==> src/rtl/bp_be_issue_queue_if.sv <==
// Handshake and data bundle between the FE queue, the issue queue and dispatch.
// slave: the issue queue's view. master: the FE/dispatch side that drives it.
interface bp_be_issue_queue_if #(
  parameter int els_p            = 8,
  parameter int vaddr_width_p    = 39,
  parameter int instr_width_p    = 32,
  parameter int bmeta_width_p    = 36,
  parameter int exc_code_width_p = 4
);
  localparam int cnt_w = $clog2(els_p) + 1;

  logic                        fe_v_i;
  logic                        fe_ready_o;
  logic                        fe_exc_not_instr_i;
  logic [exc_code_width_p-1:0] fe_exc_code_i;
  logic [vaddr_width_p-1:0]    fe_pc_i;
  logic [instr_width_p-1:0]    fe_instr_i;
  logic [bmeta_width_p-1:0]    fe_bmeta_i;

  logic                        issue_v_o;
  logic                        issue_yumi_i;
  logic [vaddr_width_p-1:0]    issue_pc_o;
  logic [instr_width_p-1:0]    issue_instr_o;
  logic [bmeta_width_p-1:0]    issue_bmeta_o;
  logic                        issue_exc_not_instr_o;
  logic [exc_code_width_p-1:0] issue_exc_code_o;
  logic                        issue_mem_v_o;
  logic                        issue_fence_v_o;
  logic                        issue_irs1_v_o;
  logic                        issue_irs2_v_o;

  logic                        roll_i;
  logic                        deq_i;
  logic                        clr_i;
  logic                        empty_o;
  logic [cnt_w-1:0]            issue_count_o;

  modport slave (
    input  fe_v_i, fe_exc_not_instr_i, fe_exc_code_i, fe_pc_i, fe_instr_i, fe_bmeta_i,
    input  issue_yumi_i, roll_i, deq_i, clr_i,
    output fe_ready_o, issue_v_o, issue_pc_o, issue_instr_o, issue_bmeta_o,
    output issue_exc_not_instr_o, issue_exc_code_o,
    output issue_mem_v_o, issue_fence_v_o, issue_irs1_v_o, issue_irs2_v_o,
    output empty_o, issue_count_o
  );

  modport master (
    output fe_v_i, fe_exc_not_instr_i, fe_exc_code_i, fe_pc_i, fe_instr_i, fe_bmeta_i,
    output issue_yumi_i, roll_i, deq_i, clr_i,
    input  fe_ready_o, issue_v_o, issue_pc_o, issue_instr_o, issue_bmeta_o,
    input  issue_exc_not_instr_o, issue_exc_code_o,
    input  issue_mem_v_o, issue_fence_v_o, issue_irs1_v_o, issue_irs2_v_o,
    input  empty_o, issue_count_o
  );
endinterface

==> src/rtl/bp_be_issue_queue.sv <==
// Speculative issue queue between the FE queue and dispatch.
// Entries are pre-decoded on enqueue. rptr issues speculatively; cptr marks
// committed entries so roll rewinds rptr to cptr and clr empties everything.
// Optional macro BP_BE_ISSUE_QUEUE_BYPASS_EN: an enqueue into a queue with
// nothing issuable is presented on the issue outputs in the same cycle.
module bp_be_issue_queue #(
  parameter int els_p            = 8,
  parameter int vaddr_width_p    = 39,
  parameter int instr_width_p    = 32,
  parameter int bmeta_width_p    = 36,
  parameter int exc_code_width_p = 4
) (
  input logic clk_i,
  input logic reset_n_i,
  bp_be_issue_queue_if.slave io
);
  localparam int lg_els = $clog2(els_p);
  localparam int ptr_w  = lg_els + 1;

  typedef struct packed {
    logic                        exc;
    logic [exc_code_width_p-1:0] code;
    logic [vaddr_width_p-1:0]    pc;
    logic [instr_width_p-1:0]    instr;
    logic [bmeta_width_p-1:0]    bmeta;
    logic                        mem_v;
    logic                        fence_v;
    logic                        irs1_v;
    logic                        irs2_v;
  } entry_t;

  entry_t           mem_r [els_p];
  entry_t           fe_ent, iss_ent;
  logic [ptr_w-1:0] wptr_r, rptr_r, cptr_r, cptr_n, fill;
  logic             enq, byp, issue_v, yumi_ok;
  logic [6:0]       opc;
  logic             op_load, op_store, op_amo, op_misc, op_sys, op_jalr;
  logic             op_imm, op_imm32, op_br, op_op, op_op32, sfence;

  assign opc      = io.fe_instr_i[6:0];
  assign op_load  = (opc == 7'b0000011);
  assign op_store = (opc == 7'b0100011);
  assign op_amo   = (opc == 7'b0101111);
  assign op_misc  = (opc == 7'b0001111);
  assign op_sys   = (opc == 7'b1110011);
  assign op_jalr  = (opc == 7'b1100111);
  assign op_imm   = (opc == 7'b0010011);
  assign op_imm32 = (opc == 7'b0011011);
  assign op_br    = (opc == 7'b1100011);
  assign op_op    = (opc == 7'b0110011);
  assign op_op32  = (opc == 7'b0111011);
  assign sfence   = op_sys & (io.fe_instr_i[31:25] == 7'b0001001)
                  & (io.fe_instr_i[14:12] == 3'b000) & (io.fe_instr_i[11:7] == 5'd0);

  // Build the stored entry; exceptions carry no operand/unit hints.
  always_comb begin
    fe_ent       = '0;
    fe_ent.exc   = io.fe_exc_not_instr_i;
    fe_ent.code  = io.fe_exc_code_i;
    fe_ent.pc    = io.fe_pc_i;
    fe_ent.instr = io.fe_instr_i;
    fe_ent.bmeta = io.fe_bmeta_i;
    if (!io.fe_exc_not_instr_i) begin
      fe_ent.mem_v   = op_load | op_store | op_amo;
      fe_ent.fence_v = op_misc | sfence;
      fe_ent.irs1_v  = op_jalr | op_load | op_imm | op_imm32 | op_sys
                     | op_br | op_store | op_op | op_op32 | op_amo;
      fe_ent.irs2_v  = op_br | op_store | op_op | op_op32 | op_amo;
    end
  end

  // Occupancy counts everything not yet committed, so issued entries still hold slots.
  assign fill          = wptr_r - cptr_r;
  assign io.fe_ready_o = (fill < ptr_w'(els_p)) & ~io.clr_i;
  assign enq           = io.fe_v_i & io.fe_ready_o;

`ifdef BP_BE_ISSUE_QUEUE_BYPASS_EN
  assign byp = (rptr_r == wptr_r) & enq & ~io.roll_i;
`else
  assign byp = 1'b0;
`endif

  assign issue_v   = ((rptr_r != wptr_r) & ~io.clr_i) | byp;
  assign iss_ent   = byp ? fe_ent : mem_r[rptr_r[lg_els-1:0]];
  assign yumi_ok   = io.issue_yumi_i & issue_v;
  assign cptr_n    = cptr_r + ptr_w'(io.deq_i);

  assign io.issue_v_o             = issue_v;
  assign io.issue_pc_o            = iss_ent.pc;
  assign io.issue_instr_o         = iss_ent.instr;
  assign io.issue_bmeta_o         = iss_ent.bmeta;
  assign io.issue_exc_not_instr_o = iss_ent.exc;
  assign io.issue_exc_code_o      = iss_ent.code;
  assign io.issue_mem_v_o         = iss_ent.mem_v   & issue_v;
  assign io.issue_fence_v_o       = iss_ent.fence_v & issue_v;
  assign io.issue_irs1_v_o        = iss_ent.irs1_v  & issue_v;
  assign io.issue_irs2_v_o        = iss_ent.irs2_v  & issue_v;
  assign io.empty_o               = (wptr_r == cptr_r);
  assign io.issue_count_o         = rptr_r - cptr_r;

  // Pointer update: clr beats roll beats yumi; roll lands on the post-deq commit point.
  always_ff @(posedge clk_i or negedge reset_n_i) begin
    if (!reset_n_i) begin
      wptr_r <= '0;
      rptr_r <= '0;
      cptr_r <= '0;
    end else if (io.clr_i) begin
      wptr_r <= '0;
      rptr_r <= '0;
      cptr_r <= '0;
    end else begin
      wptr_r <= wptr_r + ptr_w'(enq);
      cptr_r <= cptr_n;
      if (io.roll_i)   rptr_r <= cptr_n;
      else if (yumi_ok) rptr_r <= rptr_r + ptr_w'(1);
    end
  end

  // Entry storage; bypassed entries are written too so a roll can replay them.
  always_ff @(posedge clk_i) begin
    if (enq) mem_r[wptr_r[lg_els-1:0]] <= fe_ent;
  end

`ifndef SYNTHESIS
  // Protocol checks: no consume without valid, no commit past the issue point.
  always_ff @(posedge clk_i) begin
    if (reset_n_i && !io.clr_i) begin
      assert (!(io.issue_yumi_i && !issue_v));
      assert (!(io.deq_i && (cptr_r == rptr_r)));
    end
  end
`endif
endmodule

==> src/flat_wrapper.sv <==
// flat-port wrapper written by rule: the top's interface ports become plain ports
module bp_be_issue_queue_flat 
#(
  parameter int els_p            = 8,
  parameter int vaddr_width_p    = 39,
  parameter int instr_width_p    = 32,
  parameter int bmeta_width_p    = 36,
  parameter int exc_code_width_p = 4
)
  (clk_i, reset_n_i, io_fe_v_i, io_fe_exc_not_instr_i, io_fe_exc_code_i, io_fe_pc_i, io_fe_instr_i, io_fe_bmeta_i, io_issue_yumi_i, io_roll_i, io_deq_i, io_clr_i, io_fe_ready_o, io_issue_v_o, io_issue_pc_o, io_issue_instr_o, io_issue_bmeta_o, io_issue_exc_not_instr_o, io_issue_exc_code_o, io_issue_mem_v_o, io_issue_fence_v_o, io_issue_irs1_v_o, io_issue_irs2_v_o, io_empty_o, io_issue_count_o);
  bp_be_issue_queue_if #(.els_p(els_p), .vaddr_width_p(vaddr_width_p), .instr_width_p(instr_width_p), .bmeta_width_p(bmeta_width_p), .exc_code_width_p(exc_code_width_p)) io_i ();
  input logic clk_i;
  input logic reset_n_i;
  input wire logic [$bits(io_i.fe_v_i)-1:0] io_fe_v_i;
  input wire logic [$bits(io_i.fe_exc_not_instr_i)-1:0] io_fe_exc_not_instr_i;
  input wire logic [$bits(io_i.fe_exc_code_i)-1:0] io_fe_exc_code_i;
  input wire logic [$bits(io_i.fe_pc_i)-1:0] io_fe_pc_i;
  input wire logic [$bits(io_i.fe_instr_i)-1:0] io_fe_instr_i;
  input wire logic [$bits(io_i.fe_bmeta_i)-1:0] io_fe_bmeta_i;
  input wire logic [$bits(io_i.issue_yumi_i)-1:0] io_issue_yumi_i;
  input wire logic [$bits(io_i.roll_i)-1:0] io_roll_i;
  input wire logic [$bits(io_i.deq_i)-1:0] io_deq_i;
  input wire logic [$bits(io_i.clr_i)-1:0] io_clr_i;
  output wire logic [$bits(io_i.fe_ready_o)-1:0] io_fe_ready_o;
  output wire logic [$bits(io_i.issue_v_o)-1:0] io_issue_v_o;
  output wire logic [$bits(io_i.issue_pc_o)-1:0] io_issue_pc_o;
  output wire logic [$bits(io_i.issue_instr_o)-1:0] io_issue_instr_o;
  output wire logic [$bits(io_i.issue_bmeta_o)-1:0] io_issue_bmeta_o;
  output wire logic [$bits(io_i.issue_exc_not_instr_o)-1:0] io_issue_exc_not_instr_o;
  output wire logic [$bits(io_i.issue_exc_code_o)-1:0] io_issue_exc_code_o;
  output wire logic [$bits(io_i.issue_mem_v_o)-1:0] io_issue_mem_v_o;
  output wire logic [$bits(io_i.issue_fence_v_o)-1:0] io_issue_fence_v_o;
  output wire logic [$bits(io_i.issue_irs1_v_o)-1:0] io_issue_irs1_v_o;
  output wire logic [$bits(io_i.issue_irs2_v_o)-1:0] io_issue_irs2_v_o;
  output wire logic [$bits(io_i.empty_o)-1:0] io_empty_o;
  output wire logic [$bits(io_i.issue_count_o)-1:0] io_issue_count_o;
  assign io_i.fe_v_i = io_fe_v_i;
  assign io_i.fe_exc_not_instr_i = io_fe_exc_not_instr_i;
  assign io_i.fe_exc_code_i = io_fe_exc_code_i;
  assign io_i.fe_pc_i = io_fe_pc_i;
  assign io_i.fe_instr_i = io_fe_instr_i;
  assign io_i.fe_bmeta_i = io_fe_bmeta_i;
  assign io_i.issue_yumi_i = io_issue_yumi_i;
  assign io_i.roll_i = io_roll_i;
  assign io_i.deq_i = io_deq_i;
  assign io_i.clr_i = io_clr_i;
  assign io_fe_ready_o = io_i.fe_ready_o;
  assign io_issue_v_o = io_i.issue_v_o;
  assign io_issue_pc_o = io_i.issue_pc_o;
  assign io_issue_instr_o = io_i.issue_instr_o;
  assign io_issue_bmeta_o = io_i.issue_bmeta_o;
  assign io_issue_exc_not_instr_o = io_i.issue_exc_not_instr_o;
  assign io_issue_exc_code_o = io_i.issue_exc_code_o;
  assign io_issue_mem_v_o = io_i.issue_mem_v_o;
  assign io_issue_fence_v_o = io_i.issue_fence_v_o;
  assign io_issue_irs1_v_o = io_i.issue_irs1_v_o;
  assign io_issue_irs2_v_o = io_i.issue_irs2_v_o;
  assign io_empty_o = io_i.empty_o;
  assign io_issue_count_o = io_i.issue_count_o;
  bp_be_issue_queue #(.els_p(els_p), .vaddr_width_p(vaddr_width_p), .instr_width_p(instr_width_p), .bmeta_width_p(bmeta_width_p), .exc_code_width_p(exc_code_width_p)) u_core (.clk_i(clk_i), .reset_n_i(reset_n_i), .io(io_i));
endmodule
==> config.mk <==
export PLATFORM = sky130hd
export DESIGN_NAME = bp_be_issue_queue_flat
export DESIGN_NICKNAME = d
export VERILOG_FILES = /design/src/rtl/bp_be_issue_queue_if.sv /design/src/rtl/bp_be_issue_queue.sv /design/src/flat_wrapper.sv
export SDC_FILE = /design/constraint.sdc
export NUM_CORES = 1
export LEC_CHECK = 0
export ABC_CLOCK_PERIOD_IN_PS = 27700
export BUFFER_PORTS_ARGS = -buffer_cell sky130_fd_sc_hd__buf_2
export CAP_MARGIN = 40
export CORE_AREA = 3 3 272 274
export DETAILED_ROUTE_END_ITERATION = 16
export DIE_AREA = 0 0 275 277
export PLACE_DENSITY = 0.69
export SYNTH_ARGS = -nofsm -noshare
export SYNTH_HDL_FRONTEND = slang
export SYNTH_SLANG_ARGS = --single-unit
==> constraint.sdc <==
create_clock -name clk_i -period 27.7 [get_ports clk_i]
set_input_delay 4.155 -clock clk_i [delete_from_list [all_inputs] [get_ports clk_i]]
set_output_delay 4.155 -clock clk_i [all_outputs]
set_load 0.005 [all_outputs]
; ---- Word-level counts from Yosys, hierarchy flattened
; Memory sizes are Yosys's and may differ from the RTL's.
; Index checks and enable logic that the tools add are counted.
[word_totals]
register_bits = 12
mem_bits_rw = 928
inputBits = 119
word_cells = 63
memories = 1
[classes]
addsub = 5
order_cmp = 1
n_eq_ne = 14
n_mux = 8
bitwise = 28
n_reduce_logical = 3
[mem_list]
columns = name, depth, word_bits, read_ports, rd_ports_with_merged_regs, wr, line_no
row1 = u_core.mem_r, 8, 116, 1, 0, 1, bp_be_issue_queue.sv:32  ; entry_t mem_r [els_p];
[op_table]
columns = operator, count
row1 = 7-bit by 6-bit equality test with 1-bit output (second input constant), 4
row2 = 4-bit 2-to-1 mux, 6
row3 = 7-bit equality test (second input constant), 3
row4 = 1-bit bitwise OR, 16
row5 = 7-bit by 4-bit equality test with 1-bit output (second input constant), 2
row6 = 7-bit by 5-bit equality test with 1-bit output (second input constant), 2
row7 = 1-bit bitwise AND, 11
row8 = 4-bit by 1-bit adder with 4-bit output, 2
row9 = 4-bit subtractor, 2
row10 = 7-bit by 2-bit equality test with 1-bit output (second input constant), 1
row11 = 5-bit logical NOT, 1
row12 = 4-bit by 1-bit adder with 4-bit output (second input constant), 1
row13 = 4-bit equality test, 1
row14 = 4-bit less-than comparator (second input constant), 1
row15 = 4-bit inequality test, 1
row16 = 3-bit logical NOT, 1
row17 = 3-bit nonzero test, 1
row18 = 1-bit 2-to-1 mux, 2
row19 = 1-bit NOT, 1

; ---- Logic depth before layout (Yosys ltp)
; Gate-level depths: netlist (run 1).
[depth]
depth_word = 11
depth_mapped = 11
depth_no_buf = 10

; ---- Worst setup path after synthesis (run 1)
; No wires, ideal clock.
[synth_timing]
path_kind = input to register
startpoint = input port io_clr_i
endpoint = memory u_core.mem_r[1][0] (netlist name) (enable)
arrival_time_ps = 22280
required_time_ps = 26493
setup_slack_ps = 4214
path_stages = 2
path_cell_list = clkbuf_1 a2111oi_0
[synth_between]
elab_chain_len = 5
[synth_rtl]
columns = item, line_no
row1 = from (decl), flat_wrapper.sv:23  ; input wire logic [$bits(io_i.clr_i)-1:0] io_clr_i;
row2 = 1-bit NOT, bp_be_issue_queue.sv:74  ; assign io.fe_ready_o = (fill < ptr_w'(els_p)) & ~io.clr_i;
row3 = 1-bit bitwise AND, bp_be_issue_queue.sv:74
row4 = 1-bit bitwise AND, bp_be_issue_queue.sv:75  ; assign enq = io.fe_v_i & io.fe_ready_o;
row5 = 1-bit 2-to-1 mux, bp_be_issue_queue.sv:121  ; if (enq) mem_r[wptr_r[lg_els-1:0]] <= fe_ent;
row6 = 1-bit 2-to-1 mux (implied by the code), bp_be_issue_queue.sv:121
row7 = to (decl), bp_be_issue_queue.sv:32
; No other way between the ends.

; ---- Final worst setup path (run 1)
[layout_timing]
startpoint = input port io_clr_i
endpoint = output port io_issue_irs1_v_o
[layout_between]
elab_chain_len = 3
[layout_rtl]
columns = item, line_no
row1 = 1-bit NOT, bp_be_issue_queue.sv:83  ; assign issue_v = ((rptr_r != wptr_r) & ~io.clr_i) | byp;
row2 = 1-bit bitwise AND, bp_be_issue_queue.sv:83
row3 = 1-bit bitwise AND, bp_be_issue_queue.sv:96  ; assign io.issue_irs1_v_o = iss_ent.irs1_v & issue_v;
row4 = to (decl), flat_wrapper.sv:33  ; output wire logic [$bits(io_i.issue_irs1_v_o)-1:0] io_issue_irs1_v_o;
; No other way between the ends.

==> flow_metrics.env, run 1 <==
export IMPL_status="complete, no violations"
export IMPL_tightest_slew_ns=0.922
export IMPL_grt_start_max_net_pins=127
export IMPL_dp_hpwl_mm=35.7
export IMPL_clkPwrFrac_pct=39.9
export IMPL_vias_per_cell=5.76
export IMPL_synth_seq_cells=940
export IMPL_powerDensity_nw_per_um2=74.3
export IMPL_antenna_found_initial=14
export IMPL_worstPathArrival_ns=5.24
export IMPL_hp_class="reg2reg"
export IMPL_netSwitchingPower_w=0.000644
export IMPL_r2r_slack_ns=23.48
export IMPL_synth_compound_area_share_pct=0.600
export IMPL_nets=1899
export IMPL_maxSlewHeadroom_pct=38.5
export IMPL_timing_fmax_mhz=106
export IMPL_synthSimpleGateAreaFrac_pct=0.740
export IMPL_p_int_w=0.00243
export IMPL_crit_required_ns=23.55
export IMPL_ys_types=39
export IMPL_leakage_nw=13.2
export IMPL_finalHoldViolCount=0
export IMPL_crit_buf_inv=2
export IMPL_ir_drop_mv=0.0547
export IMPL_setup_viol=0
export IMPL_die_h_um=277
export IMPL_place_gp_congestion=0.757
export IMPL_cts_root_buf="clkbuf_16"
export IMPL_start_util_pct=50.1
export IMPL_worstSetupPathType="in2out"
export IMPL_fin_skew_ns=0.0195
export IMPL_cp_max_fo=23
export IMPL_yosysWarnings=0
export IMPL_synth_area_um2=35900
export IMPL_n_fill_cell=5150
export IMPL_fin_setup_tns_ns=0
export IMPL_timing_rr_start="u_core.cptr_r[1]"
export IMPL_r2r_cells=11
export IMPL_grt_pass1_wl_mm=109
export IMPL_wirelength_mm=71.2
export IMPL_overflow=0
export IMPL_clock_path_buffers=3
export IMPL_core_area_um2=71600
export IMPL_cp_slowest_cell="buf_2"
export IMPL_synth_xor_area_share_pct=0.318
export IMPL_path_clk_slew_ns=0.06
export IMPL_avgRoutedWirePerCell_um=25.4
export IMPL_path_common_cell="buf_2"
export IMPL_drt_initial_drc_count=1405
export IMPL_postSynthNetCount=1605
export IMPL_maxSlewViolCount=0
export IMPL_syn_to_final_growth_pct=15.6
export IMPL_yosys_area_share_adder_pct=0.440
export IMPL_layout_common_cells="928 x edfxtp_1, 241 x buf_2, 232 x mux4_2"
export IMPL_die_w_um=275
export IMPL_synthCells=1474
export IMPL_comb_power_share_pct=8.4
export IMPL_firstDrtPassIters=5
export IMPL_io_pins=242
export IMPL_startpoint="io_clr_i"
export IMPL_finalCriticalPeriod_ns=9.39
export IMPL_cts_tree="yes"
export IMPL_worstSetupEndpointType="output port"
export IMPL_path_cells="buf_2 > a41o_1 > nor2_1 > buf_2"
export IMPL_final_common_cell="edfxtp_1"
export IMPL_die_area_um2=76200
export IMPL_vias=16134
export IMPL_path_depth=4
export IMPL_cts_setup_buffers=0
export IMPL_placement_rows=98
export IMPL_htree_levels=3
export IMPL_grt_usage_pct=19.0
export IMPL_p_total_w=0.00308
export IMPL_endpoint="io_issue_irs1_v_o"
export IMPL_ant_nets=0
export IMPL_synth_area_mux_share_pct=18.2
export IMPL_cp_start_kind="input port"
export IMPL_insertion_delay_ns=0.63
export IMPL_cts_resized=0
export IMPL_final_core_util_pct=57.9
export IMPL_drc=0
export IMPL_rsz0062_at_grt="false"
export IMPL_cts_num_sinks=940
export IMPL_swShare_pct=20.9
export IMPL_io_buffer_count=241
export IMPL_ys_seq_area_share_pct=78.6
export IMPL_cts_hold_repair_buffers=0
export IMPL_cts_buffers=96
export IMPL_avgSynthCellArea_um2=24.3
export IMPL_pwr_share_seq_pct=51.7
export IMPL_fin_crit_sh_pct=33.9
export IMPL_cap_viol_max_count=0
export IMPL_cpPeakStageDelay_ns=0.43
export IMPL_grt_pass1_vias=17389
export IMPL_cp_top_family="buffers and inverters"
export IMPL_layout_drive_gt1_share_pct=40.6
export IMPL_reg2reg_to="u_core.mem_r[0][56]"
export IMPL_synth_top_family_by_area="multiplexers"
-- area by class of cell --
cell class              count  area (um^2)  share of cell area [%]
diodes                      6         15.0                  0.0362
inverters                  14         52.6                   0.127
flip-flops and latches    940        28200                    68.0
clock inverters            54          490                    1.18
repair buffers            264         1600                    3.87
well taps                 950         1190                    2.87
clock buffers             120         2560                    6.17
multi-input cells         452         7350                    17.7
-- cells in the mapped netlist --
library cell | n | area [um^2]
nor3_1 | 1 | 5.00
a211oi_1 | 7 | 52.6
or3_1 | 3 | 18.8
mux4_2 | 232 | 5230
buf_4 | 1 | 7.51
edfxtp_1 | 928 | 27900
buf_1 | 3 | 11.3
and3_1 | 3 | 18.8
mux2i_1 | 5 | 50.1
and3b_1 | 1 | 8.76
nor2_1 | 13 | 48.8
nand4_1 | 2 | 12.5
or4_1 | 1 | 7.51
nand2b_1 | 3 | 18.8
ha_1 | 11 | 138
mux2_2 | 112 | 1260
dfrtp_1 | 12 | 300
fa_1 | 1 | 20.0
clkbuf_1 | 21 | 78.8
o21a_1 | 1 | 7.51
xor2_1 | 3 | 26.3
nand2_1 | 5 | 18.8
inv_1 | 14 | 52.6
nor4bb_1 | 1 | 10.0
a41oi_2 | 1 | 16.3
nor2b_1 | 6 | 37.5
buf_2 | 38 | 190
nand3_1 | 5 | 25.0
xnor2_1 | 10 | 87.6
a21oi_1 | 6 | 30.0
and4_1 | 1 | 8.76
nand3b_1 | 1 | 7.51
o21ai_0 | 3 | 15.0
nor4_1 | 3 | 18.8
a2111oi_0 | 6 | 52.6
buf_6 | 5 | 56.3
a211o_1 | 1 | 8.76
a21o_1 | 3 | 22.5
a41o_1 | 1 | 10.0
-- power groups by stage --
stage,Sequential (W),Clock [W],Combinational (W)
after CTS,0.00159,0.00126,0.000265
after floorplan,0.00162,0,0.000165
after detailed placement,0.00162,0,0.000264
after global routing,0.00159,0.00132,0.000282
final,0.00159,0.00123,0.000258
after global placement,0.00163,0,0.000249
-- metrics by stage --
step           instance area [um^2]  hold slack, ns  std cells  setup slack (ns)
2_1_floorplan                 35900           0.541       1474              4.21
3_3_place_gp                  38200           0.599       2613             18.32
5_1_grt                       41400           0.660       2794             18.22
3_5_place_dp                  38400           0.594       2620             18.29
6_report                      41400           0.606       2800             18.31
4_1_cts                       41400           0.612       2794             18.29
-- cell families (layout without fill, tap and decap cells) --
| kind of cell | Yosys count | after routing |
|---|---|---|
| XOR/XNOR | 13 | 13 |
| buffers and inverters | 82 | 452 |
| AND/OR/NAND/NOR | 49 | 49 |
| adder cells (fa/ha/maj) | 12 | 12 |
| flip-flops | 940 | 940 |
| other | 0 | 6 |
| multiplexers | 349 | 349 |
| AO/OA/AOI/OAI | 29 | 29 |
-- sequential cells by signal, indices dropped and copies added (netlist names) --
name / cells
u_core.mem_r: 928
u_core.cptr_r: 4
u_core.rptr_r: 4
u_core.wptr_r: 4
-- worst min-delay path by stage --
| stage | start | to | slack, ns | cells past startpoint |
|---|---|---|---|---|
| final | u_core.cptr_r[2] | u_core.cptr_r[2] | 0.61 | 2 |
| after floorplan | u_core.cptr_r[2] | u_core.cptr_r[2] | 0.54 | 2 |
| after detailed placement | u_core.cptr_r[2] | u_core.cptr_r[2] | 0.59 | 2 |
| after global placement | u_core.cptr_r[2] | u_core.cptr_r[2] | 0.60 | 2 |
| after global routing | u_core.cptr_r[2] | u_core.cptr_r[2] | 0.66 | 2 |
| after CTS | u_core.cptr_r[2] | u_core.cptr_r[2] | 0.61 | 2 |
-- tightest hold or removal path, cell delays in order (launching register included) --
cell and delay [ns]:
dfrtp_1 0.37, xnor2_1 0.10, nor2_1 0.09
-- metal layers --
| metal | global-route usage [%] | wire [um] | part of all wire (%) |
|---|---|---|---|
| met1 | 26.6 | 30400 | 43 |
| met2 | 30.7 | 34800 | 49 |
| met3 | 4.35 | 4690 | 6.6 |
| met4 | 4.66 | 1180 | 1.7 |
| met5 | 0 | 94 | 0.13 |
Power figures use the tool's default switching activity.
==> inputs of run 2 (changes only) <==
- ABC_CLOCK_PERIOD_IN_PS: 27700 -> 8600
- PLACE_DENSITY: 0.69 -> 0.71
- clock period: 27.7 -> 8.6 ns (I/O delays scaled with it)
==> flow_metrics.env, run 2 (synthesized netlist as in run 1, its figures left out) <==
export IMPL_status="complete, no violations"
export IMPL_fin_skew_ns=0.0150
export IMPL_die_area_um2=76200
export IMPL_powerDensity_nw_per_um2=236
export IMPL_cp_max_fo=53
export IMPL_overflow=0
export IMPL_cp_start_kind="flip-flop"
export IMPL_htree_levels=3
export IMPL_cts_hold_repair_buffers=0
export IMPL_dp_hpwl_mm=42.2
export IMPL_worstSetupPathType="reg2out"
export IMPL_stdcell_area_um2=41500
export IMPL_maxSlewViolCount=0
export IMPL_core_area_um2=71600
export IMPL_antenna_found_initial=24
export IMPL_avgRoutedWirePerCell_um=26.4
export IMPL_final_core_util_pct=58.0
export IMPL_firstDrtPassIters=5
export IMPL_clock_path_buffers=3
export IMPL_layout_common_cells="928 x edfxtp_1, 241 x buf_2, 232 x mux4_2"
export IMPL_cts_num_sinks=940
export IMPL_path_clk_slew_ns=0.06
export IMPL_vias=16204
export IMPL_rsz0062_at_grt="false"
export IMPL_grt_usage_pct=19.7
export IMPL_cp_top_family="buffers and inverters"
export IMPL_drc=0
export IMPL_hp_class="in2async"
export IMPL_syn_to_final_growth_pct=15.8
export IMPL_stdcell_count=2801
export IMPL_cpPeakStageDelay_ns=0.67
export IMPL_grt_pass1_vias=17347
export IMPL_place_gp_congestion=0.767
export IMPL_timing_fmax_mhz=206
export IMPL_worst_slack_ns=3.75
export IMPL_setup_viol=0
export IMPL_placement_rows=98
export IMPL_layout_drive_gt1_share_pct=41.1
export IMPL_io_buffer_count=241
export IMPL_die_h_um=277
export IMPL_vias_per_cell=5.79
export IMPL_cts_resized=0
export IMPL_cts_tree="yes"
export IMPL_leakage_nw=13.3
export IMPL_crit_required_ns=7.31
export IMPL_cts_setup_buffers=0
export IMPL_finalHoldViolCount=0
export IMPL_drt_initial_drc_count=1434
export IMPL_largest_register_ffs=928
export IMPL_die_w_um=275
export IMPL_path_cells="buf_16 > buf_4 > xnor2_1 > a41o_1 > nor2_1 > buf_2"
export IMPL_cts_buffers=90
export IMPL_ant_nets=0
export IMPL_cap_viol_max_count=0
export IMPL_worstPathArrival_ns=3.56
export IMPL_io_pins=242
export IMPL_nets=1906
export IMPL_fin_setup_tns_ns=0
export IMPL_fin_crit_sh_pct=56.4
export IMPL_insertion_delay_ns=0.62
export IMPL_finalCriticalPeriod_ns=4.85
export IMPL_cts_root_buf="clkbuf_16"
export IMPL_wirelength_mm=73.9
export IMPL_grt_start_max_net_pins=117
export IMPL_cp_slowest_cell="buf_4"
export IMPL_place_area_um2=38700
export IMPL_crit_buf_inv=3
export IMPL_grt_pass1_wl_mm=112
export IMPL_worstSetupEndpointType="output port"
export IMPL_dp_cells=2633
export IMPL_maxSlewHeadroom_pct=34.3
export IMPL_start_util_pct=50.1
export IMPL_final_common_cell="edfxtp_1"
export IMPL_ir_drop_mv=0.149
export IMPL_dp_slack_ns=4.23
export IMPL_tightest_slew_ns=0.986
[run 2: changes by cell type in the layout (fill, tap and decap cells not counted), sizes merged]
cell / change
buf: +13
bufinv: +2
clkbuf: -10
clkinv: -7
clkinvlp: -1
diode: +2
inv: +2
[run 2: worst register-to-register path, delay by kind of cell (launching register included)]
family / cells / cell delay, ns
fa+ha+maj: 1 / 0.31
flops: 1 / 0.44
compound gates: 2 / 0.77
buf+inv: 5 / 1.68
simple gates: 2 / 0.81
[run 2: final timing paths]
| check | from | endpoint | slack [ns] | cells after the start |
|---|---|---|---|---|
| max | u_core.rptr_r[1] | io_issue_irs2_v_o | 3.75 | 6 |
| min | reset_n_i | u_core.rptr_r[3] | 0.55 | 1 |
| max reg2reg | u_core.cptr_r[1] | u_core.mem_r[2][102] | 4.27 | 10 |
| min reg2reg | u_core.cptr_r[2] | u_core.cptr_r[2] | 0.59 | 2 |
| max in group asynchronous | reset_n_i | u_core.rptr_r[2] | 7.79 | 1 |
| min in group clk_i | u_core.cptr_r[2] | u_core.cptr_r[2] | 0.59 | 2 |
[run 2: layout make-up]
class,instances,area (um^2)
Timing Repair Buffer,277,1820
Multi-Input combinational cell,452,7430
Tap cell,950,1190
Fill cell,5027,30100
Sequential cell,940,28200
Clock buffer,110,2350
Clock inverter,50,479
Antenna cell,8,20.0
Inverter,14,52.6
[run 2: power by group]
part / leakage, nW / switching, W / total (W) / internal, W
Sequential: 8.56 / 0.0000328 / 0.00513 / 0.00509
Clock: 1.39 / 0.00160 / 0.00381 / 0.00221
Combinational: 3.31 / 0.000427 / 0.000854 / 0.000426
Total: 13.3 / 0.00206 / 0.00979 / 0.00773
[run 2: stage by stage]
step	hold slack [ns]	power (W)
floorplan	0.541	0.00575
global placement	0.570	0.00606
detailed placement	0.582	0.00609
CTS	0.531	0.00988
global route	0.549	0.0101
finish	0.553	0.00979
[run 2: per-layer routing]
metal	GRT usage, %	wire length (um)
met1	28.1	31100
met2	30.7	35700
met3	5.51	5830
met4	4.45	1050
met5	0	164
